**config.mk**
```make
export PLATFORM = sky130hd
export DESIGN_NAME = ps2_scan_receiver
export DESIGN_NICKNAME = d
export VERILOG_FILES = /design/src/rtl/ps2_pkg.sv /design/src/rtl/ps2_event_fifo.sv /design/src/rtl/ps2_scan_receiver.sv
export SDC_FILE = /design/constraint.sdc
export NUM_CORES = 1
export LEC_CHECK = 0
export CAP_MARGIN = 25
export CORE_MARGIN = 5
export CORE_UTILIZATION = 60
export DETAILED_ROUTE_END_ITERATION = 7
export GPL_TIMING_DRIVEN = 0
export PLACE_DENSITY = 0.82
export SETUP_SLACK_MARGIN = 0.2
export SLEW_MARGIN = 20
export SYNTH_ARGS = -nofsm -noshare
export SYNTH_HDL_FRONTEND = slang
export SYNTH_SLANG_ARGS = --single-unit
```
**constraint.sdc**
```tcl
create_clock -name clk -period 3.3 [get_ports clk]
set_input_delay 0.66 -clock clk [delete_from_list [all_inputs] [get_ports clk]]
set_output_delay 0.66 -clock clk [all_outputs]
set_load 0.02 [all_outputs]
```
**src/rtl/ps2_pkg.sv**
```systemverilog
// ps2_pkg: shared constants, FSM states and event layout for the PS/2 receiver
package ps2_pkg;
    localparam logic [7:0] PS2_BREAK = 8'hF0;
    localparam logic [7:0] PS2_EXT = 8'hE0;
    localparam int PS2_FRAME_BITS = 11;
    typedef enum logic [1:0] {IDLE, RECV, CHECK} ps2_state_t;
    typedef struct packed {
        logic ext;
        logic brk;
        logic [7:0] code;
    } ps2_event_t;
    localparam int EV_W = $bits(ps2_event_t);
endpackage

```
**src/rtl/ps2_event_fifo.sv**
```systemverilog
// ps2_event_fifo: first-word-fall-through event queue with drop-on-full overflow pulse
module ps2_event_fifo
    import ps2_pkg::*;
#(
    parameter int FIFO_DEPTH = 4
) (
    input  logic            clk,
    input  logic            reset,
    input  logic            push,
    input  logic [EV_W-1:0] din,
    input  logic            ready,
    output logic            valid,
    output logic [EV_W-1:0] dout,
    output logic            overflow
);
    localparam int AW = $clog2(FIFO_DEPTH);
    logic [EV_W-1:0] mem [FIFO_DEPTH];
    logic [AW:0] wp, rp;
    logic full, pop, wr;
    assign valid = wp != rp;
    assign full = (wp[AW] != rp[AW]) && (wp[AW-1:0] == rp[AW-1:0]);
    assign pop = valid && ready;
    assign wr = push && (!full || pop);
    assign dout = valid ? mem[rp[AW-1:0]] : '0;
    // pointers advance on accepted push/pop; a push into a full, non-popping queue is dropped
    always_ff @(posedge clk or posedge reset) begin
        if (reset) begin
            wp <= '0;
            rp <= '0;
            overflow <= 1'b0;
        end else begin
            wp <= wp + (AW+1)'(wr);
            rp <= rp + (AW+1)'(pop);
            overflow <= push && full && !pop;
        end
    end
    // storage needs no reset: empty slots are never presented
    always_ff @(posedge clk) begin
        if (wr) mem[wp[AW-1:0]] <= din;
    end
endmodule

```
**src/rtl/ps2_scan_receiver.sv**
```systemverilog
// ps2_scan_receiver: PS/2 keyboard deframer, make/break/E0 decoder and event queue
module ps2_scan_receiver
    import ps2_pkg::*;
#(
    parameter int FILTER_LEN = 4,
    parameter int TIMEOUT_CYCLES = 5000,
    parameter int FIFO_DEPTH = 4,
    parameter int REPEAT_SUPPRESS = 1
) (
    input  logic       clk,
    input  logic       reset,
    input  logic       keyb_clk,
    input  logic       keyb_data,
    input  logic       ev_ready,
    output logic       ev_valid,
    output logic [7:0] ev_code,
    output logic       ev_break,
    output logic       ev_ext,
    output logic       frame_err,
    output logic       overflow
);
    localparam int FW = $clog2(FILTER_LEN + 1);
    localparam int TW = $clog2(TIMEOUT_CYCLES + 1);
    logic [1:0] kc_sync, kd_sync;
    logic [FW-1:0] flt_cnt;
    logic fclk, fclk_d, fall, dat;
    ps2_state_t state, state_n;
    logic [3:0] bitcnt, bitcnt_n;
    logic [9:0] sr, sr_n;
    logic [TW-1:0] tmo, tmo_n;
    logic err_n, byte_vld, bvld_n;
    logic [7:0] byte_q, byte_n;
    logic ext_pend, ext_n, brk_pend, brk_n, held_v, held_v_n, push, held_match;
    logic [8:0] held, held_n, key;
    ps2_event_t ev_in, ev_out;
    assign fall = fclk_d && !fclk;
    assign dat = kd_sync[1];
    // synchronise both lines and debounce the clock until it has been stable FILTER_LEN samples
    always_ff @(posedge clk or posedge reset) begin
        if (reset) begin
            kc_sync <= 2'b11;
            kd_sync <= 2'b11;
            flt_cnt <= '0;
            fclk <= 1'b1;
            fclk_d <= 1'b1;
        end else begin
            kc_sync <= {kc_sync[0], keyb_clk};
            kd_sync <= {kd_sync[0], keyb_data};
            fclk_d <= fclk;
            if (kc_sync[1] == fclk) flt_cnt <= '0;
            else if (flt_cnt == FW'(FILTER_LEN - 1)) begin
                fclk <= kc_sync[1];
                flt_cnt <= '0;
            end else flt_cnt <= flt_cnt + FW'(1);
        end
    end
    // frame FSM state and registered outputs
    always_ff @(posedge clk or posedge reset) begin
        if (reset) begin
            state <= IDLE;
            bitcnt <= '0;
            sr <= '0;
            tmo <= '0;
            frame_err <= 1'b0;
            byte_vld <= 1'b0;
            byte_q <= '0;
        end else begin
            state <= state_n;
            bitcnt <= bitcnt_n;
            sr <= sr_n;
            tmo <= tmo_n;
            frame_err <= err_n;
            byte_vld <= bvld_n;
            byte_q <= byte_n;
        end
    end
    // start-bit qualification, LSB-first shifting with edge timeout, then parity/stop check
    always_comb begin
        state_n = state;
        bitcnt_n = bitcnt;
        sr_n = sr;
        tmo_n = '0;
        err_n = 1'b0;
        bvld_n = 1'b0;
        byte_n = byte_q;
        case (state)
            IDLE: begin
                if (fall && dat) err_n = 1'b1;
                else if (fall) begin
                    state_n = RECV;
                    bitcnt_n = 4'd1;
                end
            end
            RECV: begin
                if (fall) begin
                    sr_n = {dat, sr[9:1]};
                    bitcnt_n = bitcnt + 4'd1;
                    state_n = (bitcnt == 4'(PS2_FRAME_BITS - 1)) ? CHECK : RECV;
                end else if (tmo == TW'(TIMEOUT_CYCLES - 1)) begin
                    state_n = IDLE;
                    err_n = 1'b1;
                end else tmo_n = tmo + TW'(1);
            end
            CHECK: begin
                state_n = IDLE;
                bvld_n = ^sr[8:0] && sr[9];
                err_n = !(^sr[8:0] && sr[9]);
                byte_n = sr[7:0];
            end
            default: state_n = IDLE;
        endcase
    end
    assign key = {ext_pend, byte_q};
    assign held_match = held_v && held == key;
    // prefix flags and the currently held key
    always_ff @(posedge clk or posedge reset) begin
        if (reset) begin
            ext_pend <= 1'b0;
            brk_pend <= 1'b0;
            held <= '0;
            held_v <= 1'b0;
        end else begin
            ext_pend <= ext_n;
            brk_pend <= brk_n;
            held <= held_n;
            held_v <= held_v_n;
        end
    end
    // prefixes only arm flags; other bytes become events, repeated makes optionally swallowed
    always_comb begin
        ext_n = ext_pend;
        brk_n = brk_pend;
        held_n = held;
        held_v_n = held_v;
        push = 1'b0;
        if (byte_vld) begin
            if (byte_q == PS2_EXT) ext_n = 1'b1;
            else if (byte_q == PS2_BREAK) brk_n = 1'b1;
            else begin
                ext_n = 1'b0;
                brk_n = 1'b0;
                if (brk_pend) begin
                    push = 1'b1;
                    held_v_n = held_v && !held_match;
                end else begin
                    push = !(REPEAT_SUPPRESS != 0 && held_match);
                    held_n = key;
                    held_v_n = 1'b1;
                end
            end
        end
    end
    assign ev_in = '{ext: ext_pend, brk: brk_pend, code: byte_q};
    ps2_event_fifo #(.FIFO_DEPTH(FIFO_DEPTH)) u_fifo (
        .clk(clk),
        .reset(reset),
        .push(push),
        .din(ev_in),
        .ready(ev_ready),
        .valid(ev_valid),
        .dout(ev_out),
        .overflow(overflow)
    );
    assign ev_code = ev_out.code;
    assign ev_break = ev_out.brk;
    assign ev_ext = ev_out.ext;
endmodule

```
==> run_results.csv <==
group,metric,value,unit
status,status,"complete, no violations",
final_layout,post-route-util,69.47,%
final_layout,fin_area,5039,sq um
sta,clock_skew,0.01216,ns
worst_setup_path,cpPeakStageDelay,0.55,ns
worst_setup_path,cp_max_fo,10,
grt,grtUsageMet2,32.78,%
synth,synth_area_per_cell,14.68,sq um
synth,syn_nets,316,
clock_tree,cts_max_path_buffers,2,
clock_tree,cts_tree,"yes",
clock_tree,post_cts_buffers,0,
worst_hold_path,worstHoldStart,"kc_sync[0]$_DFF_PP1_",
synth,synthesis.area,4447,sq um
synth,synth_async_sr_flop_share,62.62,%
sta,report.final.slew_viol_count,0,
synth,yosysTopAreaCellShare,34.33,%
grt,overflow,0,
worst_setup_path,cp_num_cells,4,
sta,slew_headroom,48.49,%
grt,antenna_found_initial,0,
detailed_routing,vias,2428,
clock_tree,cts_max_level,3,
final_layout,mostFrequentLayoutCells,"dfrtp_1, edfxtp_1, mux2_2",
grt,grt_pass1_vias,2580,
detailed_routing,wirelength,7346,um
worst_hold_path,hold_depth,0,
synth,synth_cell_types,35,
worst_setup_path,crit_chain,"buf_4 -> mux4_2 -> nor2b_1 -> clkdlybuf4s50_1",
synth,ys_top_cells_by_area,"dfrtp_1, edfxtp_1, mux2_2, mux4_2, xnor2_1",
final_layout,fill_cells,519,
floorplanning,start_util,61.31,%
detailed_routing,drt_iter0_drc,81,
floorplanning,ios,18,
grt,busiest_layer,"met2",
synth,ys_ff_latch,107,
sta,rsz0062_at_grt,"no",
placed_design,routabilityCongestion,0.8375,
final_layout,seq_area,2885,sq um
detailed_routing,viasPerCell,5.518,
worst_setup_path,r2r_end,"u_fifo.mem[2][6]$_DFFE_PP_",
power,vdd_ir_drop_max,0.5290,mV
floorplanning,core,7253,sq um
detailed_routing,drc_errors,0,
placed_design,dp.final_hpwl,5206,um
synth,synth_flop_cell,"dfrtp_1",
worst_setup_path,startpoint_type,"register",
worst_setup_path,required,2.64,ns
clock_tree,clk_pin_slew_worst_paths,0.10,ns
synth,yosysTopAreaCell,"dfrtp_1",
worst_setup_path,reg2reg_depth,6,
grt,track_usage,18.29,%
synth,yosysWarnings,0,
floorplanning,die_w,96.09,um
final_layout,drive_above_1_share,22.87,%
floorplanning,num_rows,31,
worst_setup_path,crit_buf_inv,2,
sta,max_clock_freq,341.8,MHz
worst_setup_path,critPathKind,"reg2out",
final_layout,n_antenna_cell,0,
detailed_routing,ant_nets,0,
grt,grt_use_met1,21.75,%
final_layout,multiInputGateArea,1525,sq um
placed_design,dpl_cell_area,4825,sq um
clock_tree,cts-root-buf,"clkbuf_8",
placed_design,portBuffers,17,
placed_design,dp.cells,424,
worst_hold_path,min_path_type,"reg2reg",
floorplanning,die_area,9233,sq um
grt,grt_max_degree,59,
worst_setup_path,cp-end-kind,"primary output",
sta,fin_crit,2.926,ns
clock_tree,clock_sinks,107,
grt,grt_pass1_wl,12460,um
sta,period_share,88.67,%
synth,seq_area_frac_synth,64.88,%
power,cellPowerDensity,693.5,nW/um^2
clock_tree,numCtsBuffers,9,
power,p_leak,2.094,nW
detailed_routing,wl_per_cell,16.70,um
final_layout,finalNetCount,349,
final_layout,final_common_cell,"dfrtp_1",
worst_setup_path,r2r_slack,0.89,ns
sta,hold_viol,0,
worst_setup_path,r2r_start,"byte_q[0]$_DFFE_PP0N_",
worst_setup_path,arrival,2.27,ns
floorplanning,fp.dieH,96.09,um
job,maxCapViolCount,0,
synth,synthesis.instances,303,
grt,grt_use_met3,2.346,%
worst_setup_path,crit_path_top_delay_cell,"clkdlybuf4s50_1",
clock_tree,clk_latency,0.36,ns
final_layout,syn_to_final_growth,13.31,%
worst_setup_path,crit_family,"buffers and inverters",
sta,worstMarginPinSlew,0.7667,ns
final_layout,final_cell_count_no_fill,440,
sta,finalSetupTns,0,ns
detailed_routing,drtPass1Iterations,4,
sta,setup_viol,0,
worst_hold_path,hold_end,"kc_sync[1]$_DFF_PP1_",
synth,synth_edf_count,40,
-- worst register-to-register path, stage by stage (launching register included) --
cell     delay (ns)
dfrtp_1        0.50
xnor2_1        0.18
nand4_1        0.14
nor4_1         0.08
a31o_2         0.32
nor4b_2        0.63
buf_4          0.29
-- what timing repair did --
action | 4_1_cts | 5_1_grt
hold buffers | 0 | 0
resized for setup | 1 | 4
setup endpoints to repair | 1 | 10
cloned | 0 | 0
-- metal layers --
metal | up-vias | wire length, um
li1 | 1144 | -
met1 | 1228 | 2999
met2 | 47 | 3990
met3 | 9 | 217
met4 | 0 | 138
met5 | - | 0
-- synthesized netlist by cell type (4+ instances only) --
cell      instances
xnor2_1          20
inv_1             9
nor3_1           10
mux2_2           28
nand2_1          14
dfrtp_1          61
mux4_2           10
dfstp_2           6
edfxtp_1         40
xor2_1           14
ha_1              8
nor2b_1          15
nor2_1           22
a21oi_1           4
nand3_1           7
nor4_1            5
-- power breakdown --
part	switching, W	total (W)	internal, W
logic	0.000488	0.00103	0.000544
registers	0.000124	0.00163	0.00151
clock network	0.000409	0.000833	0.000424
total	0.00102	0.00349	0.00247
-- worst max path at each step --
| stage | from | to | slack, ns |
|---|---|---|---|
| 2_1_floorplan | byte_q[0]$_DFFE_PP0N_ | u_fifo.mem[2][0]$_DFFE_PP_ | 0.76 |
| 3_3_place_gp | ev_ready | u_fifo.mem[1][0]$_DFFE_PP_ | -0.29 |
| 3_5_place_dp | u_fifo.rp[0]$_DFF_PP0_ | ev_code[1] | 0.60 |
| 4_1_cts | u_fifo.rp[1]$_DFF_PP0_ | ev_code[1] | 0.21 |
| 5_1_grt | u_fifo.rp[0]$_DFF_PP0_ | ev_code[1] | 0.25 |
| 6_report | u_fifo.rp[0]$_DFF_PP0_ | ev_code[1] | 0.37 |
-- stage by stage --
stage                     power, W  hold WS (ns)  setup slack [ns]
after floorplan           0.002366        0.3452            0.7643
after global placement    0.002646        0.3455           -0.2941
after detailed placement  0.002697        0.3468            0.6026
after CTS                 0.003531        0.3602            0.2094
after global routing      0.003696        0.3635            0.2474
final                     0.003494        0.3592            0.3739
-- area by class of cell --
class | instances | share of cell area (%)
buffer | 6 | 0.6208
clock buffer | 11 | 2.607
clock inverter | 5 | 1.540
inverter | 9 | 0.7201
multi-input combinational | 181 | 30.27
sequential | 107 | 57.26
tap | 99 | 2.458
timing repair buffer | 22 | 4.519
-- flip-flops by register name, indices dropped and copies added (netlist names), 2 cells and up --
register and cells:
u_fifo.rp 3, u_fifo.mem 40, held 9, bitcnt 4, kd_sync 2, u_fifo.wp 3
kc_sync 2, state 2, byte_q 8, flt_cnt 3, sr 10, tmo 13
-- logic make-up (layout without fill, tap and decap cells) --
kind of cell    Yosys count  in the layout  synth area share, %
xor+xnor                 35             35                7.203
simple gates             90             90                10.52
compound gates           10             10                1.632
fa+ha+maj                 8              8                2.251
mux                      38             38                12.16
flops                   107            107                64.88
buf+inv                  15             53                1.350
No activity file was read; power rests on OpenSTA's default activity.
